===== src/rtl/mc_control_pkg.sv =====
// Shared definitions for the multicycle MIPS main controller: state encodings,
// opcode/funct constants, ALU control codes and datapath mux select codes.
// Optional feature macro: MC_CTRL_ADDI_EN (addi decode and its two states).
package mc_control_pkg;

  typedef enum logic [3:0] {
    S_FETCH   = 4'd0,
    S_DECODE  = 4'd1,
    S_MEMADR  = 4'd2,
    S_MEMRD   = 4'd3,
    S_MEMWB   = 4'd4,
    S_MEMWR   = 4'd5,
    S_EXECUTE = 4'd6,
    S_ALUWB   = 4'd7,
    S_BRANCH  = 4'd8,
    S_ADDIEX  = 4'd9,
    S_ADDIWB  = 4'd10,
    S_JUMP    = 4'd11
  } state_e;

  // How the ALU control is derived in the current state
  typedef enum logic [1:0] {
    ALUOP_NONE  = 2'd0,
    ALUOP_ADD   = 2'd1,
    ALUOP_SUB   = 2'd2,
    ALUOP_FUNCT = 2'd3
  } alu_op_e;

  localparam logic [5:0] OP_RTYPE = 6'b000000;
  localparam logic [5:0] OP_LW    = 6'b100011;
  localparam logic [5:0] OP_SW    = 6'b101011;
  localparam logic [5:0] OP_BEQ   = 6'b000100;
  localparam logic [5:0] OP_J     = 6'b000010;
  localparam logic [5:0] OP_ADDI  = 6'b001000;

  localparam logic [5:0] FN_ADD = 6'b100000;
  localparam logic [5:0] FN_SUB = 6'b100010;
  localparam logic [5:0] FN_AND = 6'b100100;
  localparam logic [5:0] FN_OR  = 6'b100101;
  localparam logic [5:0] FN_SLT = 6'b101010;

  localparam logic [2:0] ALU_ADD = 3'b010;
  localparam logic [2:0] ALU_SUB = 3'b110;
  localparam logic [2:0] ALU_AND = 3'b000;
  localparam logic [2:0] ALU_OR  = 3'b001;
  localparam logic [2:0] ALU_SLT = 3'b111;

  localparam logic [1:0] ALUSRCB_REG   = 2'b00;
  localparam logic [1:0] ALUSRCB_FOUR  = 2'b01;
  localparam logic [1:0] ALUSRCB_IMM   = 2'b10;
  localparam logic [1:0] ALUSRCB_IMMSH = 2'b11;

  localparam logic [1:0] PCSRC_ALU    = 2'b00;
  localparam logic [1:0] PCSRC_ALUOUT = 2'b01;
  localparam logic [1:0] PCSRC_JUMP   = 2'b10;

  // True when DECODE knows where to send this opcode
  function automatic logic op_supported(input logic [5:0] op);
    logic ok;
    ok = (op == OP_LW) || (op == OP_SW) || (op == OP_RTYPE) ||
         (op == OP_BEQ) || (op == OP_J);
`ifdef MC_CTRL_ADDI_EN
    ok = ok || (op == OP_ADDI);
`endif
    return ok;
  endfunction

endpackage


===== src/rtl/mc_control_if.sv =====
// Controller <-> datapath bundle: instruction fields and ALU flag toward the
// controller, mux selects and write enables toward the datapath.
interface mc_control_if;
  logic [5:0] opcode;
  logic [5:0] funct;
  logic       zero;
  logic       pc_en;
  logic       iord;
  logic       mem_we;
  logic       ir_we;
  logic       reg_we;
  logic       regdst;
  logic       memtoreg;
  logic       alusrca;
  logic [1:0] alusrcb;
  logic [1:0] pcsrc;
  logic [2:0] alu_ctl;
  logic       illegal_op;
  logic [3:0] state;

  modport master (
    input  opcode, funct, zero,
    output pc_en, iord, mem_we, ir_we, reg_we, regdst, memtoreg,
           alusrca, alusrcb, pcsrc, alu_ctl, illegal_op, state
  );

  modport slave (
    output opcode, funct, zero,
    input  pc_en, iord, mem_we, ir_we, reg_we, regdst, memtoreg,
           alusrca, alusrcb, pcsrc, alu_ctl, illegal_op, state
  );
endinterface


===== src/rtl/mc_control_alu_decoder.sv =====
// ALU control decoder: turns the state-derived ALU operation class and the
// R-type funct field into the 3-bit ALU control code.
module alu_decoder
  import mc_control_pkg::*;
(
  input  alu_op_e    alu_op_i,
  input  logic [5:0] funct_i,
  output logic [2:0] alu_ctl_o
);

  // Fixed add/sub for address and branch math; funct lookup for R-type
  always_comb begin
    alu_ctl_o = 3'b000;
    case (alu_op_i)
      ALUOP_ADD: alu_ctl_o = ALU_ADD;
      ALUOP_SUB: alu_ctl_o = ALU_SUB;
      ALUOP_FUNCT: begin
        case (funct_i)
          FN_ADD:  alu_ctl_o = ALU_ADD;
          FN_SUB:  alu_ctl_o = ALU_SUB;
          FN_AND:  alu_ctl_o = ALU_AND;
          FN_OR:   alu_ctl_o = ALU_OR;
          FN_SLT:  alu_ctl_o = ALU_SLT;
          default: alu_ctl_o = ALU_ADD;
        endcase
      end
      default: alu_ctl_o = 3'b000;
    endcase
  end

endmodule


===== src/rtl/mc_control.sv =====
// Multicycle MIPS main controller: Moore FSM sequencing fetch, decode,
// execute, memory and writeback; drives every datapath select and enable.
// Optional feature macro: MC_CTRL_ADDI_EN adds the addi decode path.
module mc_control
  import mc_control_pkg::*;
(
  input logic          clk,
  input logic          reset,
  mc_control_if.master ctl
);

  state_e     state_q, state_d;
  alu_op_e    alu_op;
  logic       pc_en, iord, mem_we, ir_we, reg_we, regdst, memtoreg, alusrca;
  logic       illegal_op;
  logic [1:0] alusrcb, pcsrc;
  logic [2:0] alu_ctl;

  // State register; reset aborts any instruction and returns to FETCH at once
  always_ff @(posedge clk or posedge reset) begin
    if (reset) state_q <= S_FETCH;
    else       state_q <= state_d;
  end

  // Next-state sequencing; unused encodings fall back to FETCH
  always_comb begin
    state_d = S_FETCH;
    case (state_q)
      S_FETCH: state_d = S_DECODE;
      S_DECODE: begin
        case (ctl.opcode)
          OP_LW, OP_SW: state_d = S_MEMADR;
          OP_RTYPE:     state_d = S_EXECUTE;
          OP_BEQ:       state_d = S_BRANCH;
          OP_J:         state_d = S_JUMP;
`ifdef MC_CTRL_ADDI_EN
          OP_ADDI:      state_d = S_ADDIEX;
`endif
          default:      state_d = S_FETCH;
        endcase
      end
      S_MEMADR:  state_d = (ctl.opcode == OP_SW) ? S_MEMWR : S_MEMRD;
      S_MEMRD:   state_d = S_MEMWB;
      S_EXECUTE: state_d = S_ALUWB;
`ifdef MC_CTRL_ADDI_EN
      S_ADDIEX:  state_d = S_ADDIWB;
`endif
      default:   state_d = S_FETCH;
    endcase
  end

  // Per-state datapath controls; anything not set for a state stays 0
  always_comb begin
    pc_en      = 1'b0;
    iord       = 1'b0;
    mem_we     = 1'b0;
    ir_we      = 1'b0;
    reg_we     = 1'b0;
    regdst     = 1'b0;
    memtoreg   = 1'b0;
    alusrca    = 1'b0;
    alusrcb    = ALUSRCB_REG;
    pcsrc      = PCSRC_ALU;
    alu_op     = ALUOP_NONE;
    illegal_op = 1'b0;
    case (state_q)
      S_FETCH: begin
        alusrcb = ALUSRCB_FOUR;
        alu_op  = ALUOP_ADD;
        ir_we   = 1'b1;
        pc_en   = 1'b1;
      end
      S_DECODE: begin
        alusrcb    = ALUSRCB_IMMSH;
        alu_op     = ALUOP_ADD;
        illegal_op = !op_supported(ctl.opcode);
      end
      S_MEMADR: begin
        alusrca = 1'b1;
        alusrcb = ALUSRCB_IMM;
        alu_op  = ALUOP_ADD;
      end
      S_MEMRD: iord = 1'b1;
      S_MEMWR: begin
        iord   = 1'b1;
        mem_we = 1'b1;
      end
      S_MEMWB: begin
        memtoreg = 1'b1;
        reg_we   = 1'b1;
      end
      S_EXECUTE: begin
        alusrca = 1'b1;
        alu_op  = ALUOP_FUNCT;
      end
      S_ALUWB: begin
        regdst = 1'b1;
        reg_we = 1'b1;
      end
`ifdef MC_CTRL_ADDI_EN
      S_ADDIEX: begin
        alusrca = 1'b1;
        alusrcb = ALUSRCB_IMM;
        alu_op  = ALUOP_ADD;
      end
      S_ADDIWB: reg_we = 1'b1;
`endif
      S_BRANCH: begin
        alusrca = 1'b1;
        alu_op  = ALUOP_SUB;
        pcsrc   = PCSRC_ALUOUT;
        pc_en   = ctl.zero;
      end
      S_JUMP: begin
        pcsrc = PCSRC_JUMP;
        pc_en = 1'b1;
      end
      default: ;
    endcase
  end

  alu_decoder u_alu_decoder (
    .alu_op_i  (alu_op),
    .funct_i   (ctl.funct),
    .alu_ctl_o (alu_ctl)
  );

  assign ctl.pc_en      = pc_en;
  assign ctl.iord       = iord;
  assign ctl.mem_we     = mem_we;
  assign ctl.ir_we      = ir_we;
  assign ctl.reg_we     = reg_we;
  assign ctl.regdst     = regdst;
  assign ctl.memtoreg   = memtoreg;
  assign ctl.alusrca    = alusrca;
  assign ctl.alusrcb    = alusrcb;
  assign ctl.pcsrc      = pcsrc;
  assign ctl.alu_ctl    = alu_ctl;
  assign ctl.illegal_op = illegal_op;
  assign ctl.state      = state_q;

endmodule


===== src/flat_wrapper.sv =====
// flat-port wrapper written by rule: the top's interface ports become plain ports
module mc_control_flat import mc_control_pkg::*;
  (clk, reset, ctl_opcode, ctl_funct, ctl_zero, ctl_pc_en, ctl_iord, ctl_mem_we, ctl_ir_we, ctl_reg_we, ctl_regdst, ctl_memtoreg, ctl_alusrca, ctl_alusrcb, ctl_pcsrc, ctl_alu_ctl, ctl_illegal_op, ctl_state);
  mc_control_if ctl_i ();
  input logic clk;
  input logic reset;
  input wire logic [$bits(ctl_i.opcode)-1:0] ctl_opcode;
  input wire logic [$bits(ctl_i.funct)-1:0] ctl_funct;
  input wire logic [$bits(ctl_i.zero)-1:0] ctl_zero;
  output wire logic [$bits(ctl_i.pc_en)-1:0] ctl_pc_en;
  output wire logic [$bits(ctl_i.iord)-1:0] ctl_iord;
  output wire logic [$bits(ctl_i.mem_we)-1:0] ctl_mem_we;
  output wire logic [$bits(ctl_i.ir_we)-1:0] ctl_ir_we;
  output wire logic [$bits(ctl_i.reg_we)-1:0] ctl_reg_we;
  output wire logic [$bits(ctl_i.regdst)-1:0] ctl_regdst;
  output wire logic [$bits(ctl_i.memtoreg)-1:0] ctl_memtoreg;
  output wire logic [$bits(ctl_i.alusrca)-1:0] ctl_alusrca;
  output wire logic [$bits(ctl_i.alusrcb)-1:0] ctl_alusrcb;
  output wire logic [$bits(ctl_i.pcsrc)-1:0] ctl_pcsrc;
  output wire logic [$bits(ctl_i.alu_ctl)-1:0] ctl_alu_ctl;
  output wire logic [$bits(ctl_i.illegal_op)-1:0] ctl_illegal_op;
  output wire logic [$bits(ctl_i.state)-1:0] ctl_state;
  assign ctl_i.opcode = ctl_opcode;
  assign ctl_i.funct = ctl_funct;
  assign ctl_i.zero = ctl_zero;
  assign ctl_pc_en = ctl_i.pc_en;
  assign ctl_iord = ctl_i.iord;
  assign ctl_mem_we = ctl_i.mem_we;
  assign ctl_ir_we = ctl_i.ir_we;
  assign ctl_reg_we = ctl_i.reg_we;
  assign ctl_regdst = ctl_i.regdst;
  assign ctl_memtoreg = ctl_i.memtoreg;
  assign ctl_alusrca = ctl_i.alusrca;
  assign ctl_alusrcb = ctl_i.alusrcb;
  assign ctl_pcsrc = ctl_i.pcsrc;
  assign ctl_alu_ctl = ctl_i.alu_ctl;
  assign ctl_illegal_op = ctl_i.illegal_op;
  assign ctl_state = ctl_i.state;
  mc_control u_core (.clk(clk), .reset(reset), .ctl(ctl_i));
endmodule

===== config.mk =====
export PLATFORM = sky130hd
export DESIGN_NAME = mc_control_flat
export DESIGN_NICKNAME = d
export VERILOG_FILES = /design/src/rtl/mc_control_pkg.sv /design/src/rtl/mc_control_if.sv /design/src/rtl/mc_control_alu_decoder.sv /design/src/rtl/mc_control.sv /design/src/flat_wrapper.sv
export SDC_FILE = /design/constraint.sdc
export NUM_CORES = 1
export LEC_CHECK = 0
export CORE_MARGIN = 1
export CORE_UTILIZATION = 34
export CTS_CLUSTER_SIZE = 10
export DETAILED_ROUTE_END_ITERATION = 6
export GPL_TIMING_DRIVEN = 0
export PLACE_DENSITY = 0.88
export SLEW_MARGIN = 20
export SYNTH_ARGS = -nofsm -noshare
export SYNTH_HDL_FRONTEND = slang
export SYNTH_HIERARCHICAL = 1
export SYNTH_SLANG_ARGS = --single-unit
export TNS_END_PERCENT = 100

===== constraint.sdc =====
create_clock -name clk -period 2.41 [get_ports clk]
set_input_delay 0.3615 -clock clk [delete_from_list [all_inputs] [get_ports clk]]
set_output_delay 0.3615 -clock clk [all_outputs]
set_load 0.005 [all_outputs]

-- Word level (Yosys, flattened, before mapping)
Index checks and enable logic that the tools add are counted.
- register bits after elaboration: 4
- input port bits: 15
- logic and storage cells: 51
- reduce and logical (&&, ||, !) cells: 13
- equal/unequal tests: 20
- multiplexer cells: 17
- operators by type and width (operator ; number):
    6-bit equality test (second input constant) ; 6
    4-bit case mux with 5 select lines ; 1
    4-bit by 3-bit equality test with 1-bit output (second input constant) ; 4
    4-bit case mux with 4 select lines ; 1
    2-bit case mux with 3 select lines ; 2
    3-bit case mux with 4 select lines ; 1
    3-bit case mux with 3 select lines ; 1
    4-bit by 2-bit equality test with 1-bit output (second input constant) ; 2
    4-bit equality test (second input constant) ; 2
    1-bit 2-to-1 mux ; 8
    2-bit OR reduction ; 4
    6-bit by 2-bit equality test with 1-bit output (second input constant) ; 1
    6-bit by 3-bit equality test with 1-bit output (second input constant) ; 1
    6-bit zero test ; 1
    3-bit OR reduction ; 2
    2-bit equality test (second input constant) ; 2
    4-bit by 1-bit equality test with 1-bit output (second input constant) ; 1
    4-bit zero test ; 1
    1-bit logical OR ; 4
    2-bit case mux with 2 select lines ; 1
    3-bit 2-to-1 mux ; 1
    2-bit by 1-bit equality test with 1-bit output (second input constant) ; 1
    1-bit case mux with 2 select lines ; 1
    1-bit zero test ; 1

-- Logic depth before layout (Yosys ltp)
- depth after elaboration: 7
- depth in mapped cells: 6

-- Cells and area by module
Netlist, hierarchy kept.
- by module, submodules not included (module ; seq. area each (um^2) ; cells an instance ; times used ; area each (um^2)):
    mc_control ; 100.1 ; 60 ; 1 ; 436.7
    alu_decoder ; 0.0 ; 10 ; 1 ; 80.1

-- Least setup slack after synthesis
OpenSTA, ideal clock, no wires.
- path kind: reg2out
- start point: register u_core.state_q[3] (netlist: u_core/ctl.state[3])
- end point: output ctl_alu_ctl[1]
- slack: 306 ps
- cell stages (with the launch flop): 7
- arrival time: 1743 ps
- path through: dfrtp_1 -> clkbuf_1 -> nand2b_1 -> or2_2 -> a21oi_1 -> nand4b_1 -> o32a_1
- word-level cells in the longest chain between the ends: 5
- RTL lines (item ; RTL line ; text):
    from (decl) ; mc_control.sv:12 ; state_e state_q, state_d;
    from (signal assigned) ; mc_control.sv:22 ; else state_q <= state_d;
    4-bit by 2-bit equality test with 1-bit output, or another cell as far along ; mc_control.sv:66 ; case (state_q)
    3-bit OR reduction (no source line) ; -- ;
    2-bit case mux with 3 select lines (*) ; mc_control.sv:66 ;
    net u_core.alu_op[1] ; mc_control.sv:13 ; alu_op_e alu_op;
    2-bit equality test / 2-bit by 1-bit equality test with 1-bit output (equally long branches) ; mc_control_alu_decoder.sv:14 ; case (alu_op_i)
    3-bit case mux with 3 select lines (*) ; mc_control_alu_decoder.sv:14 ;
    to (decl) ; flat_wrapper.sv:20 ; output wire logic [$bits(ctl_i.alu_ctl)-1:0] ctl_alu_ctl;
The timed path passes the listed nets; every way through them passes the cells marked *.

-- Worst setup path in the final report
- start point: register u_core.state_q[2] (netlist: u_core/ctl.state[2])
- end point: output ctl_alu_ctl[1]
The elaborated chain is that of the path after synthesis.

==> impl_metrics.yaml <==
cells_and_area:
  largest_reg_flops: 4
  final_cell_mix: "clkdlybuf4s50_1 (31), nor3_1 (6), clkbuf_4 (5), buf_4 (5)"
  fin_nets: 128
  area_growth_syn_to_layout_pct: 90.56
  antenna_cells: 0
  drive_above_1_share_pct: 20.72
  mostFrequentLayoutCell: "clkdlybuf4s50_1"
logic_synthesis:
  postSynthRegisterBits: 4
  synth_area_um2: 516.7
  synth_edf_count: 0
  yosysWarnings: 6
  synth_cell_types: 29
  syn_nets: 85
  syn_avg_cell_area_um2: 7.382
  syn-instance-count: 70
  yosysSeqAreaShare_pct: 19.37
  ys.flop_type: "dfrtp_1"
  synthArstFlopShare_pct: 100.0
routing:
  viasPerCell: 5.587
  antenna_left: 0
  routedWlPerCell_um: 13.54
  drc: 0
  wl_um: 1706
  dr.pass1.iters: 4
  drt-initial-drc-count: 22
  vias: 704
die:
  die_h_um: 40.99
  die_area_um2: 1680
  coreArea_um2: 1350
  rows: 13
  design.portCount: 35
  initial_core_util_pct: 38.28
  die_w_um: 40.99
grt:
  track_usage_pct: 22.58
  top_usage_layer: "met2"
  met3_usage_pct: 4.348
  met2_usage_pct: 35.55
  grt_overflow: 0
  grt_util_met1_pct: 29.41
  grt_max_degree: 11
  antenna_found_initial: 0
  grt_pass1_wl_um: 2539
  grt_pass1_vias: 606
clock_tree:
  cts_hold_buf: 0
  cts_tree: "built"
  clkLatencyLatePin_ps: 230
  clockBufferDepth: 2
  h-tree-depth: 1
  cts_sinks: 4
  clk_pin_slew_worst_paths_ps: 40
  numCtsBuffers: 3
  root_buffer: "clkbuf_4"
pwr:
  p_leak_nw: 0.3783
  p_total_mw: 0.5301
  irDropWorstVdd_uv: 332.7
  p_per_area_nw_per_um2: 538.3
worst_setup_path:
  cp.arrival_ps: 2000
  critPathMaxStageDelay_ps: 430
  path_cells: "nand2b_4, or2_4, a21oi_4, nand4b_1, o32a_1, dlygate4sd2_1"
  startpoint_type: "register"
  critPathKind: "register to primary output"
  critPathBufInv: 1
  critPathCaptureType: "primary output"
  critPathMaxFanout: 5
  slowest_stage: "dfrtp_2"
  crit_family: "simple AND/OR/NAND/NOR gates"
  rrSetupSlack_ps: 800
  required_ps: 2050
placed_design:
  detailedPlace.worstSlack_ps: -357.8
  io_buffers: 34
  dpl.hpwl_um: 1146
  gp_congestion: 0.7481
timing:
  skew_ps: 2.982
  slew_viol_final: 0
  hold_viol: 0
  setup_violations: 0
  setup_ws_ps: 53.06
  rsz0062_at_grt: "yes"
  slew_headroom_pct: 81.40
  worst_pin_slew_ps: 278.4
  min_period_over_period_pct: 97.80
  layout_min_cycle_time_ps: 2357
  fmax_mhz: 424.3
  fin_setup_tns_ps: 0
hold_path:
  hold_path_class: "primary input to async pin"
outcome:
  outcome: "finished clean"
flow_run:
  drv_cap: 0
[Yosys cell counts (2+ instances only)]
master	count	area, um^2
a211oi_1	2	15.01
a21oi_1	4	20.02
and3_1	2	12.51
clkbuf_1	4	15.01
dfrtp_1	4	100.1
inv_1	4	15.01
nand2_1	4	15.01
nand2b_1	2	12.51
nand3_1	4	20.02
nand4b_1	2	17.52
nand4bb_1	3	33.78
nor2_1	4	15.01
nor3_1	6	30.03
nor3b_1	4	30.03
nor4_1	2	12.51
o21ai_0	3	15.01
or3_1	2	12.51
xnor2_1	3	26.28
[repair_timing]
action / CTS / global route
pin swaps: 3 / 1
buffers inserted: 4 / 0
resized for setup: 15 / 9
setup endpoints to repair: 4 / 3
[stage by stage]
step | util (%) | hold WS, ps | std cells | cell area [um^2]
global placement | 64.87 | 552.4 | 119 | 875.8
detailed placement | 64.87 | 554.5 | 119 | 875.8
floorplan | - | 127.6 | 70 | 516.7
global route | 72.94 | 350.5 | 126 | 984.7
finish | 72.94 | 314.2 | 126 | 984.7
CTS | 72.01 | 311.0 | 126 | 972.2
[worst paths after layout]
path | endpoint | cells after the start | start
min in group clk | u_core/ctl.state[3] | 2 | u_core/ctl.state[2]
max in group asynchronous | u_core/ctl.state[2] | 2 | reset
worst min-delay path | u_core/ctl.state[1] | 2 | reset
worst min register to register | u_core/ctl.state[3] | 2 | u_core/ctl.state[2]
worst max register to register | u_core/ctl.state[2] | 3 | u_core/ctl.state[2]
worst max-delay path | ctl_alu_ctl[1] | 6 | u_core/ctl.state[2]
[kinds of logic (layout without fill, tap and decap cells)]
group	count (synthesis)	count (layout)	share of synthesized area [%]
flops	4	4	19.37
buf+inv	10	51	9.442
simple gates	39	39	47.94
xor+xnor	4	4	6.781
compound gates	13	13	16.46
[area by class of cell]
cell class,count,area (um^2)
plain buffers,6,52.55
well taps,15,18.77
inverters,4,15.01
repair buffers,38,366.6
clock buffers,3,22.52
fillers,107,365.4
flip-flops and latches,4,101.3
multi-input cells,56,407.9
[metal layers]
metal / vias to the layer above / routed length [um]
li1: 341 / -
met1: 340 / 732
met2: 23 / 912
met3: 0 / 61
met4: 0 / 0
met5: - / 0
[power by group]
part           switching, mW  leakage (nW)  internal (mW)
clock                 0.0259        0.0138         0.0556
sequential           0.00624        0.0517         0.0789
combinational          0.152         0.313          0.211
total                  0.184         0.378          0.346
Power figures use the tool's default switching activity.
